### src/rtl/stream_demux.sv
// Registered 1-to-N stream demultiplexer: each beat is steered by its select into a
// per-channel holding register; out-of-range selects are dropped and counted.
module stream_demux #(
    parameter int DATA_W = 8,
    parameter int NUM_CH = 4,
    parameter int SEL_W  = 2,
    parameter int CNT_W  = 8
) (
    input  logic                     clk,
    input  logic                     rst,
    input  logic [DATA_W-1:0]        in_data,
    input  logic [SEL_W-1:0]         in_sel,
    input  logic                     in_valid,
    output logic                     in_ready,
    output logic [NUM_CH*DATA_W-1:0] out_data,
    output logic [NUM_CH-1:0]        out_valid,
    input  logic [NUM_CH-1:0]        out_ready,
    output logic                     drop_pulse,
    output logic [CNT_W-1:0]         drop_count
);

    // One extra bit so NUM_CH == 2**SEL_W is representable in the compare.
    localparam logic [SEL_W:0] LP_NUM_CH = (SEL_W + 1)'(NUM_CH);

    logic                     w_legal;
    logic                     w_xfer;
    logic                     w_drop;
    logic [NUM_CH-1:0]        w_hit;
    logic [NUM_CH-1:0]        w_load;

    logic [NUM_CH*DATA_W-1:0] r_data;
    logic [NUM_CH-1:0]        r_valid;
    logic                     r_drop_pulse;
    logic [CNT_W-1:0]         r_drop_count;

    assign w_legal = ({1'b0, in_sel} < LP_NUM_CH);

    always_comb begin
        w_hit = '0;
        for (int k = 0; k < NUM_CH; k++) begin
            w_hit[k] = ({1'b0, in_sel} == (SEL_W + 1)'(k));
        end
    end

    // Only the addressed channel gates acceptance; illegal beats are always taken.
    assign in_ready = w_legal ? |(w_hit & (~r_valid | out_ready)) : 1'b1;
    assign w_xfer   = in_valid & in_ready;
    assign w_load   = w_hit & {NUM_CH{w_xfer}};
    assign w_drop   = w_xfer & ~w_legal;

    always_ff @(posedge clk or negedge rst) begin
        if (!rst) begin
            r_data       <= '0;
            r_valid      <= '0;
            r_drop_pulse <= 1'b0;
            r_drop_count <= '0;
        end else begin
            for (int k = 0; k < NUM_CH; k++) begin
                if (w_load[k]) begin
                    r_data[k*DATA_W +: DATA_W] <= in_data;
                    r_valid[k]                 <= 1'b1;
                end else if (r_valid[k] && out_ready[k]) begin
                    r_valid[k] <= 1'b0;
                end
            end
            r_drop_pulse <= w_drop;
            if (w_drop && (r_drop_count != '1)) begin
                r_drop_count <= r_drop_count + CNT_W'(1);
            end
        end
    end

    assign out_data   = r_data;
    assign out_valid  = r_valid;
    assign drop_pulse = r_drop_pulse;
    assign drop_count = r_drop_count;

endmodule
### config.mk
export PLATFORM = sky130hd
export DESIGN_NAME = stream_demux
export DESIGN_NICKNAME = d
export VERILOG_FILES = /design/src/rtl/stream_demux.sv
export SDC_FILE = /design/constraint.sdc
export NUM_CORES = 1
export LEC_CHECK = 0
export BUFFER_PORTS_ARGS = -buffer_cell sky130_fd_sc_hd__buf_4
export CAP_MARGIN = 5
export CORE_AREA = 2 2 46 91
export DETAILED_ROUTE_END_ITERATION = 8
export DIE_AREA = 0 0 48 93
export PLACE_DENSITY = 0.74
export REMOVE_ABC_BUFFERS = 1
export SYNTH_ARGS = -nofsm -noshare
export SYNTH_HDL_FRONTEND = slang
export SYNTH_SLANG_ARGS = --single-unit
export TNS_END_PERCENT = 1
### constraint.sdc
create_clock -name clk -period 1.5 [get_ports clk]
set_input_delay 0.15 -clock clk [delete_from_list [all_inputs] [get_ports clk]]
set_output_delay 0.15 -clock clk [all_outputs]
set_load 0.05 [all_outputs]
After elaboration in Yosys (flattened, before gate mapping)
Index checks and enable logic that the tools add are counted.
{"block": "classes", "eq_ne": 3, "muxes": 8, "bitwise_logic": 5, "reduce_logical": 10}
{"operator": "4-bit bitwise AND", "n": 2}
{"operator": "1-bit two-way mux", "n": 8}
{"operator": "2-bit nonzero test", "n": 4}
{"operator": "2-bit == test, second input constant", "n": 2}
{"operator": "1-bit logical AND", "n": 4}
{"operator": "4-bit NOT", "n": 1}
{"operator": "4-bit bitwise OR", "n": 1}
{"operator": "4-bit OR reduction", "n": 1}
{"operator": "2-bit by 1-bit == test with 1-bit output, second input constant", "n": 1}
{"operator": "2-bit logical NOT", "n": 1}
{"operator": "1-bit bitwise AND", "n": 1}
{"block": "totals", "reg_bits": 36, "output_inout_bits": 46, "wordCells": 34}

Depth between registers and ports, before layout
{"block": "depth", "word_depth": 7, "mapped_depth": 5}

Worst setup path before layout
OpenSTA, ideal clock, no wires.
{"block": "synth_timing", "kind": "reg2out", "startpoint": "reg r_valid[0], in the netlist out_valid[0]", "endpoint": "out in_ready", "arrival_ns": 1.405, "required_ns": 1.350, "setup_slack_ns": -0.055, "stages_incl_launch_ff": 3, "path_cell_list": "dfrtp_1 -> nand2b_1 -> mux4_2"}
{"block": "synth_via", "elab_chain_len": 4}
{"item": "start, declared", "line_no": "32", "source": "logic [NUM_CH-1:0] r_valid;"}
{"item": "start signal, assigned", "line_no": "54", "source": "r_valid <= '0;"}
{"item": "start signal, assigned by index", "line_no": "61", "source": "r_valid[k] <= 1'b1;"}
{"item": "start signal, assigned by index", "line_no": "63", "source": "r_valid[k] <= 1'b0;"}
{"item": "4-bit NOT", "line_no": "46", "source": "assign in_ready = w_legal ? |(w_hit & (~r_valid | out_ready)) : 1'b1;"}
{"item": "4-bit bitwise OR", "line_no": "46"}
{"item": "4-bit bitwise AND", "line_no": "46"}
{"item": "4-bit OR reduction", "line_no": "46"}
{"item": "end, declared", "line_no": "14", "source": "output logic in_ready,"}
Every way passes these cells.

Worst setup path after layout
{"block": "layout_timing", "startpoint": "reg r_valid[2], in the netlist out_valid[2]", "endpoint": "out in_ready"}
Same word-level chain as after synthesis.

==> summary.txt <==
outcome -> finished, violations left
failing checks -> setup timing
worst min-delay path startpoint -> in_data[5]
critical path endpoint category -> output port
initial core utilization -> 38.7%
synthesized flop and latch total -> 36
Crit path required time -> 1.35 ns
Crit Path Class -> reg -> out
chip width -> 48 microns
Cells after Synth -> 98
register area share after synthesis -> 61.2%
Syn Area/Cell -> 15.0 sq um
diode count -> 0
vias per cell -> 4.65
Setup WS post-layout -> -0.0668 ns
commonest cells after routing, fill and taps aside -> buf_4 (60), dfrtp_1 (36), mux2_2 (32)
gr usage total -> 16.2%
Lkg Pwr -> 0.994 nW
most common cell after layout, fill and taps aside -> buf_4
Final nets -> 181
largest net degree at the start of global routing -> 37
total grt overflow -> 0
WL/cell -> 15.4 microns
antenna-violating nets left -> 0
TritonCTS clock tree -> yes
Pwr per Cell Area -> 1620 mW/mm^2
Clock H-tree levels -> 2
Post-DP HPWL -> 2.45 mm
clock transition at the registers of the reported paths -> 0.07 ns
CTS Buf Count -> 5
Worst Hold Path EP -> out_data[13]
Tcrit/Tclk final -> 104%
Syn. warnings -> 0
Max stage delay on crit path -> 0.50 ns
port bufs -> 53
RSZ-0062 raised after global routing -> yes
Die Ht -> 93 microns
Fmax -> 0.638 GHz
Fin. Hold Viols -> 0
min Tclk post-route -> 1.57 ns
crit-path max FO -> 3
Netlist cell types -> 14
drt pass-1 iters -> 3
slowest library cell on the worst path -> mux4_2
Power, Total -> 3.33 mW
IO Count -> 63
cell row count -> 32
Final setup viols -> 1
RR Endpoint -> out_data[19]
clock buffer depth -> 2
first-pass GRT wire length -> 4.97 mm
Clock Latency Late Sink -> 0.28 ns
via count -> 1004
core outline area -> 0.00380 sq mm
vias in the first global route -> 1091
layout cells sized above 1 -> 62.4%
Worst Setup Start Kind -> register
clock skew -> 0.00485 ns
initial DRC count -> 3
cell area after synthesis -> 0.00147 sq mm
Final Util -> 54.2%
Area Growth Syn to Fin -> 39.9%
Hold WC Path Type -> in -> reg
Worst Hold Depth -> 2
routed wire length -> 3.32 mm
# DRC -> 0
VDD IR max -> 0.844 mV
CTS Root Cell -> clkbuf_8
number of fill cells -> 332
R2R cell count -> 5
Final Max Tran Viols -> 0
pre-CTS setup slack -> 0.159 ns
GPL Wtd Cong -> 0.713
Die ar. -> 0.00446 sq mm
worst-path cell chain -> nand2b_1, mux4_2, buf_8
clk sinks -> 36
Max-Cap Viols -> 0
Worst R2R Setup Slack -> 0.05 ns
Worst EP arrival -> 1.42 ns
Reg-to-Reg Start -> out_valid[2]
initial antenna violation count -> 0
## report_power, final
| part | internal [mW] | switching (mW) |
|---|---|---|
| Sequential | 1.16 | 0.111 |
| Combinational | 0.447 | 0.937 |
| Clock | 0.374 | 0.304 |
## kinds of logic (layout without fill, tap and decap cells)
group,Yosys count,after routing,synth area share [%]
flip-flops,36,36,61.2
multiplexers,33,33,26.0
AND/OR/NAND/NOR,15,15,6.63
buffers and inverters,12,71,5.61
other,1,9,0.255
AO/OA/AOI/OAI,1,1,0.340
## Yosys cell counts
library cell | instances | area [sq um]
dfrtp_1 | 36 | 901
mux2_2 | 32 | 360
buf_4 | 9 | 67.6
nand2_1 | 5 | 18.8
nand2b_1 | 4 | 25.0
buf_2 | 3 | 15.0
nor2b_1 | 2 | 12.5
and3_1 | 1 | 6.26
conb_1 | 1 | 3.75
mux4_2 | 1 | 22.5
nand3_1 | 1 | 5.00
nand3b_2 | 1 | 11.3
nor3b_4 | 1 | 18.8
o21ai_0 | 1 | 5.00
## layout make-up
cell class,count,area (sq um),share of cell area [%]
Tap cell,51,63.8,3.10
Multi-Input combinational cell,58,519,25.2
Sequential cell,36,901,43.7
Clock buffer,8,90.1,4.37
Timing Repair Buffer,63,487,23.6
## worst max path at each step
stage	start	end	depth (start not counted)
3_3_place_gp	out_valid[2]	out_data[19]	4
4_1_cts	out_valid[3]	in_ready	3
5_1_grt	out_valid[3]	in_ready	3
2_1_floorplan	out_valid[3]	out_data[24]	3
6_report	out_valid[2]	in_ready	3
3_5_place_dp	out_valid[2]	out_data[22]	4
## stage by stage
stage                     TNS [ns]  hold WS [ns]  area [sq um]  instances
after floorplan              -1.92        -0.146          1420         94
after global placement           0         0.113          1900        201
after detailed placement         0         0.124          1900        201
after CTS                  -0.0600         0.120          2030        213
after global routing        -0.137         0.122          2060        216
final                      -0.0668         0.127          2060        216
## layer usage
metal	vias to the layer above	GRT usage, %	wire [microns]
met3	8	4.83	186
li1	450	-	-
met4	0	6.98	87
met1	498	15.2	1070
met2	48	29.3	1970
met5	-	0	0
## flip-flops by register name (all words and copies together) (netlist names)
| name | count |
|---|---|
| out_valid | 4 |
| out_data | 32 |
## worst max-delay path: cells and delay by family (launching register included)
family / cells / cell delay, ns
simple gates: 1 / 0.11
flops: 1 / 0.36
mux: 1 / 0.50
buf+inv: 1 / 0.17
## what timing repair did
action,4_1_cts,5_1_grt
hold endpoints to repair,36,0
endpoints found under the setup margin,1,1
pin swaps,0,0
hold buffers,1,0
buffers inserted,3,3
resized for setup,2,1
Power figures use the tool's default switching activity.
